$ cat src/rtl/data_mem_arbiter.sv
// Two-port arbiter for the shared 4K x 16 data memory. Port 0 has fixed priority and port 1 is forced through after STARVE_LIMIT denials.
// Grants are combinational, rvalid follows a read grant by one cycle, and a losing port simply holds req. Optional macro: DATA_MEM_ARBITER_STATS_EN.
module data_mem_arbiter #(
  parameter int ADDR_W       = 12,
  parameter int DATA_W       = 16,
  parameter int STARVE_LIMIT = 4
) (
  input  logic              CLK,
  input  logic              reset,
  input  logic              req0,
  input  logic              we0,
  input  logic [ADDR_W-1:0] addr0,
  input  logic [DATA_W-1:0] wdata0,
  output logic              gnt0,
  output logic              rvalid0,
  input  logic              req1,
  input  logic              we1,
  input  logic [ADDR_W-1:0] addr1,
  input  logic [DATA_W-1:0] wdata1,
  output logic              gnt1,
  output logic              rvalid1,
  output logic [DATA_W-1:0] rdata,
  output logic [ADDR_W-1:0] mem_addr,
  output logic              mem_we,
  output logic [DATA_W-1:0] mem_din,
  input  logic [DATA_W-1:0] mem_dout,
  output logic [15:0]       conflict_count
);

  localparam logic [3:0] LIMIT = 4'(STARVE_LIMIT);

  logic [3:0]        starve_cnt_q, starve_cnt_d;
  logic [ADDR_W-1:0] mem_addr_q, mem_addr_d;
  logic              rvalid0_q, rvalid0_d;
  logic              rvalid1_q, rvalid1_d;
  logic              starve_hit;

  always_comb begin
    starve_hit   = (starve_cnt_q == LIMIT);
    gnt0         = !reset && req0 && !(req1 && starve_hit);
    gnt1         = !reset && req1 && (!req0 || starve_hit);
    mem_addr_d   = mem_addr_q;
    mem_we       = 1'b0;
    mem_din      = wdata0;
    rvalid0_d    = gnt0 && !we0;
    rvalid1_d    = gnt1 && !we1;
    starve_cnt_d = starve_cnt_q;

    if (gnt0) begin
      mem_addr_d = addr0;
      mem_we     = we0;
    end else if (gnt1) begin
      mem_addr_d = addr1;
      mem_we     = we1;
      mem_din    = wdata1;
    end
    // With no winner the address pin parks on the last address actually driven.
    mem_addr = (gnt0 || gnt1) ? mem_addr_d : mem_addr_q;

    if (!req1 || gnt1) begin
      starve_cnt_d = 4'd0;
    end else if (starve_cnt_q != LIMIT) begin
      starve_cnt_d = starve_cnt_q + 4'd1;
    end
  end

  always_ff @(posedge CLK) begin
    if (reset) begin
      starve_cnt_q <= 4'd0;
      mem_addr_q   <= '0;
      rvalid0_q    <= 1'b0;
      rvalid1_q    <= 1'b0;
    end else begin
      starve_cnt_q <= starve_cnt_d;
      mem_addr_q   <= mem_addr_d;
      rvalid0_q    <= rvalid0_d;
      rvalid1_q    <= rvalid1_d;
    end
  end

  // Gating with reset drops a read that was granted just before reset rose.
  assign rvalid0 = rvalid0_q && !reset;
  assign rvalid1 = rvalid1_q && !reset;
  assign rdata   = mem_dout;

`ifdef DATA_MEM_ARBITER_STATS_EN
  logic [15:0] conflict_count_q, conflict_count_d;

  always_comb begin
    conflict_count_d = conflict_count_q;
    if (req0 && req1) begin
      conflict_count_d = conflict_count_q + 16'd1;
    end
  end

  always_ff @(posedge CLK) begin
    if (reset) begin
      conflict_count_q <= 16'd0;
    end else begin
      conflict_count_q <= conflict_count_d;
    end
  end

  assign conflict_count = conflict_count_q;
`else
  assign conflict_count = 16'd0;
`endif

endmodule

$ cat config.mk
export PLATFORM = sky130hd
export DESIGN_NAME = data_mem_arbiter
export DESIGN_NICKNAME = d
export VERILOG_FILES = /design/src/rtl/data_mem_arbiter.sv
export SDC_FILE = /design/constraint.sdc
export NUM_CORES = 1
export LEC_CHECK = 0
export BUFFER_PORTS_ARGS = -buffer_cell sky130_fd_sc_hd__buf_2
export CAP_MARGIN = 20
export CORE_ASPECT_RATIO = 0.5
export CORE_UTILIZATION = 39
export CTS_CLUSTER_SIZE = 25
export DETAILED_ROUTE_END_ITERATION = 10
export GPL_TIMING_DRIVEN = 1
export PLACE_DENSITY = 0.86
export SLEW_MARGIN = 25
export SYNTH_ARGS = -nofsm -noshare
export SYNTH_HDL_FRONTEND = slang
export SYNTH_SLANG_ARGS = --single-unit
$ cat constraint.sdc
create_clock -name CLK -period 3.1 [get_ports CLK]
set_input_delay 0.155 -clock CLK [delete_from_list [all_inputs] [get_ports CLK]]
set_output_delay 0.155 -clock CLK [all_outputs]
set_load 0.05 [all_outputs]
==> impl_metrics.ini <==
[power_and_ir_drop]
vdd_drop_max_uv = 169
seq_power_share_pct = 34.5
swShare_pct = 42.1
power_w = 0.000711
switching_power_w = 0.000299
intPower_w = 0.000412
p_leak_nw = 0.936
power.density_nw_per_um2 = 406
clock_power_share_pct = 22.7
pwr-share-comb_pct = 42.8

[clock_network]
cts.hold.buffers_added = 0
h-tree-depth = 1
clkSinkCount = 18
postCtsResizedCells = 0
clock_latency_ps = 250
path_clk_slew_ps = 70
post_cts_buffers = 0
root_buffer_cell = clkbuf_8
cts_tree = done
clock_path_buffers = 2
cts_buffers = 3

[logic_synthesis]
synth_top_area_cell = dfxtp_1
synthDominantCellAreaShare_pct = 25.3
yosysWarningCount = 0
syn_area_um2 = 1430
synth_area_leaders = dfxtp_1 (25%), buf_4 (17%), mux2_4 (7.4%)
synthCells = 165
syn_area_per_cell_um2 = 8.64
postSynthRegisterBits = 18
synthDistinctLibCells = 29
synth_seq_area_share_pct = 25.3

[sta]
worst_skew_ps = 0.565
final_min_period_over_clock_period_pct = 83.5
timing.final.hold_violations = 0
timing.setup.tns_ps = 0
worstMarginPinSlew_ps = 921
setup-violations-final = 0
finalCriticalPeriod_ps = 2590
rsz_0062_raised_after_global_routing = no
final_max_slew_viol_count = 0
timing.max_slew.rel_slack_pct = 38.5
max_freq_mhz = 386

[worst_setup_path]
critical_path.startpoint_type = flip-flop
rr_startpoint = starve_cnt_q[0]$_SDFFE_PP0P_
crit_arrival_ps = 2430
crit_type = flip-flop to output pin
crit_family = compound AO/OA/AOI/OAI gates
crit_path_cell_trace = inv_1, ha_1, nand3b_2, a21oi_4, mux2_2, buf_2
cpMaxStageDelayCell = a21oi_4
worst-path-max-fanout = 19
worstPathRequired_ps = 2940
reg2regPathDepth = 5
path_buf_inv = 2
critical_path.max_stage_delay_ps = 630
kind_of_end_point_of_the_critical_path = output pin
worst-r2r-setup-slack_ps = 1230
worst_r2r_endpoint = mem_addr_q[4]$_SDFF_PP0_

[placed_design]
placed_cells_incl_taps = 283
hpwl_um = 2890
place_congestion = 0.776
port-buffer-count = 94

[floorplanning]
boundaryPins = 143
core-area_um2 = 3470
floorplan.initialDensity_pct = 41.1
rows = 15
die_area_um2 = 3920
die_h_um = 44.8
die_width_um = 87.5

[finish]
area_growth_from_synthesis_to_final_layout_pct = 22.8
final_util_pct = 50.5
n_antenna_cell = 0
fill_cells = 316
layout.nets = 317
share_of_post_route_cells_with_drive_strength_above_1_pct = 48.9
fin_cells = 286

[drt]
firstDrtPassIters = 4
antenna_violating_nets_post_route = 0
detail_route.wirelength_um = 3690
routed_wire_length_per_instance_um = 12.9
detail_route.drc_violations = 0
drtIter0Drc = 126
route.vias.total = 1397
route.detailed.vias_per_inst = 4.88

[global_routing]
antenna_found_initial = 0
grt_pass1_wl_um = 5500
grt_overflow = 0
pin_count_of_the_biggest_net_entering_global_routing = 20
first_global_vias = 1260
combined_global_route_utilization_of_all_metal_layers_pct = 18.1

[hold_path]
hold_class = primary input to flip-flop
min-delay-start = we1
min_to = rvalid1_q$_SDFF_PP0_
worstHoldPathCells = 2

[flow_run]
cap_viol_max_count = 0

[outcome]
status = finished clean
## sequential cells by signal, summed over array words and instances (netlist names)
register / flops
mem_addr_q: 12
rvalid0_q: 1
rvalid1_q: 1
starve_cnt_q: 4
## power groups by stage
stage                     logic [W]  registers, W  clock network, W
after floorplan            0.000303      0.000250                 0
after global placement     0.000299      0.000250                 0
after detailed placement   0.000303      0.000250                 0
after CTS                  0.000305      0.000245          0.000160
after global routing       0.000321      0.000246          0.000170
final                      0.000304      0.000245          0.000162
## worst max-delay path by stage
stage                            startpoint           to  slack (ps)  cells after the start
6_report       starve_cnt_q[0]$_SDFFE_PP0P_  mem_din[15]         510                      6
5_1_grt        starve_cnt_q[0]$_SDFFE_PP0P_  mem_din[15]         350                      6
4_1_cts        starve_cnt_q[0]$_SDFFE_PP0P_  mem_din[15]         530                      6
3_5_place_dp   starve_cnt_q[0]$_SDFFE_PP0P_  mem_din[10]         820                      6
3_3_place_gp   starve_cnt_q[0]$_SDFFE_PP0P_   mem_din[7]         940                      6
2_1_floorplan  starve_cnt_q[0]$_SDFFE_PP0P_       mem_we        1180                      5
## metrics by stage
stage	setup slack, ps	hold slack, ps	cell area (um^2)
global placement	937	310	1710
detailed placement	815	310	1710
global route	352	74.6	1750
floorplan	1180	224	1480
CTS	526	71.9	1750
finish	510	71.0	1750
## worst register-to-register path: cells and delay by family (launching register included)
kind	cells	cell delay, ps
flip-flops	1	350
buffers and inverters	1	80
adder cells (fa/ha/maj)	1	230
AO/OA/AOI/OAI	2	590
AND/OR/NAND/NOR	1	500
## synth_stat cells, drive strengths merged
library cell,number
mux2,16
nor4,1
clkbuf,4
o21bai,1
a32oi,12
a21oi,14
a22o,1
and2b,1
a211o,12
nand4b,1
xnor2,1
nor2b,4
nor3,3
inv,16
conb,1
nand3b,1
dfxtp,18
nand3,1
and2,1
ha,2
buf,38
nand2,14
nor2,1
nand2b,1
## layer usage
metal | part of all wire, % | up-vias | wire (um) | GRT usage [%]
li1 | - | 666 | - | -
met1 | 38 | 647 | 1390 | 20.5
met2 | 55 | 76 | 2030 | 36.4
met3 | 6.3 | 8 | 233 | 1.83
met4 | 0.89 | 0 | 33 | 6.23
met5 | 0 | - | 0 | 0
## cell usage in the layout (no fill, tap or decap), drive strengths merged, types with 4 or more instances in the layout
| cell | instances |
|---|---|
| buf | 94 |
| dfxtp | 18 |
| inv | 16 |
| conb | 16 |
| mux2 | 16 |
| nand2 | 14 |
| a21oi | 14 |
| a32oi | 12 |
| a211o | 12 |
| nor2b | 4 |
## cells by family (layout without fill, tap and decap cells)
group / after synthesis / count (layout) / synth area share [%]
flops: 18 / 18 / 25.3
buf+inv: 58 / 113 / 25.7
fa+ha+maj: 2 / 2 / 1.75
other cells: 1 / 16 / 0.263
simple gates: 29 / 29 / 10.4
mux: 16 / 16 / 14.5
compound gates: 40 / 40 / 21.6
xor+xnor: 1 / 1 / 0.614
## final cells by class
cell class / count / area (um^2) / share of cell area [%]
multi-input cells: 104 / 756 / 43.1
repair buffers: 94 / 470 / 26.9
flip-flops and latches: 18 / 360 / 20.6
well taps: 51 / 63.8 / 3.64
inverters: 16 / 60.1 / 3.43
clock buffers: 3 / 41.3 / 2.36
Note: power is estimated with default switching activity, not from simulation.
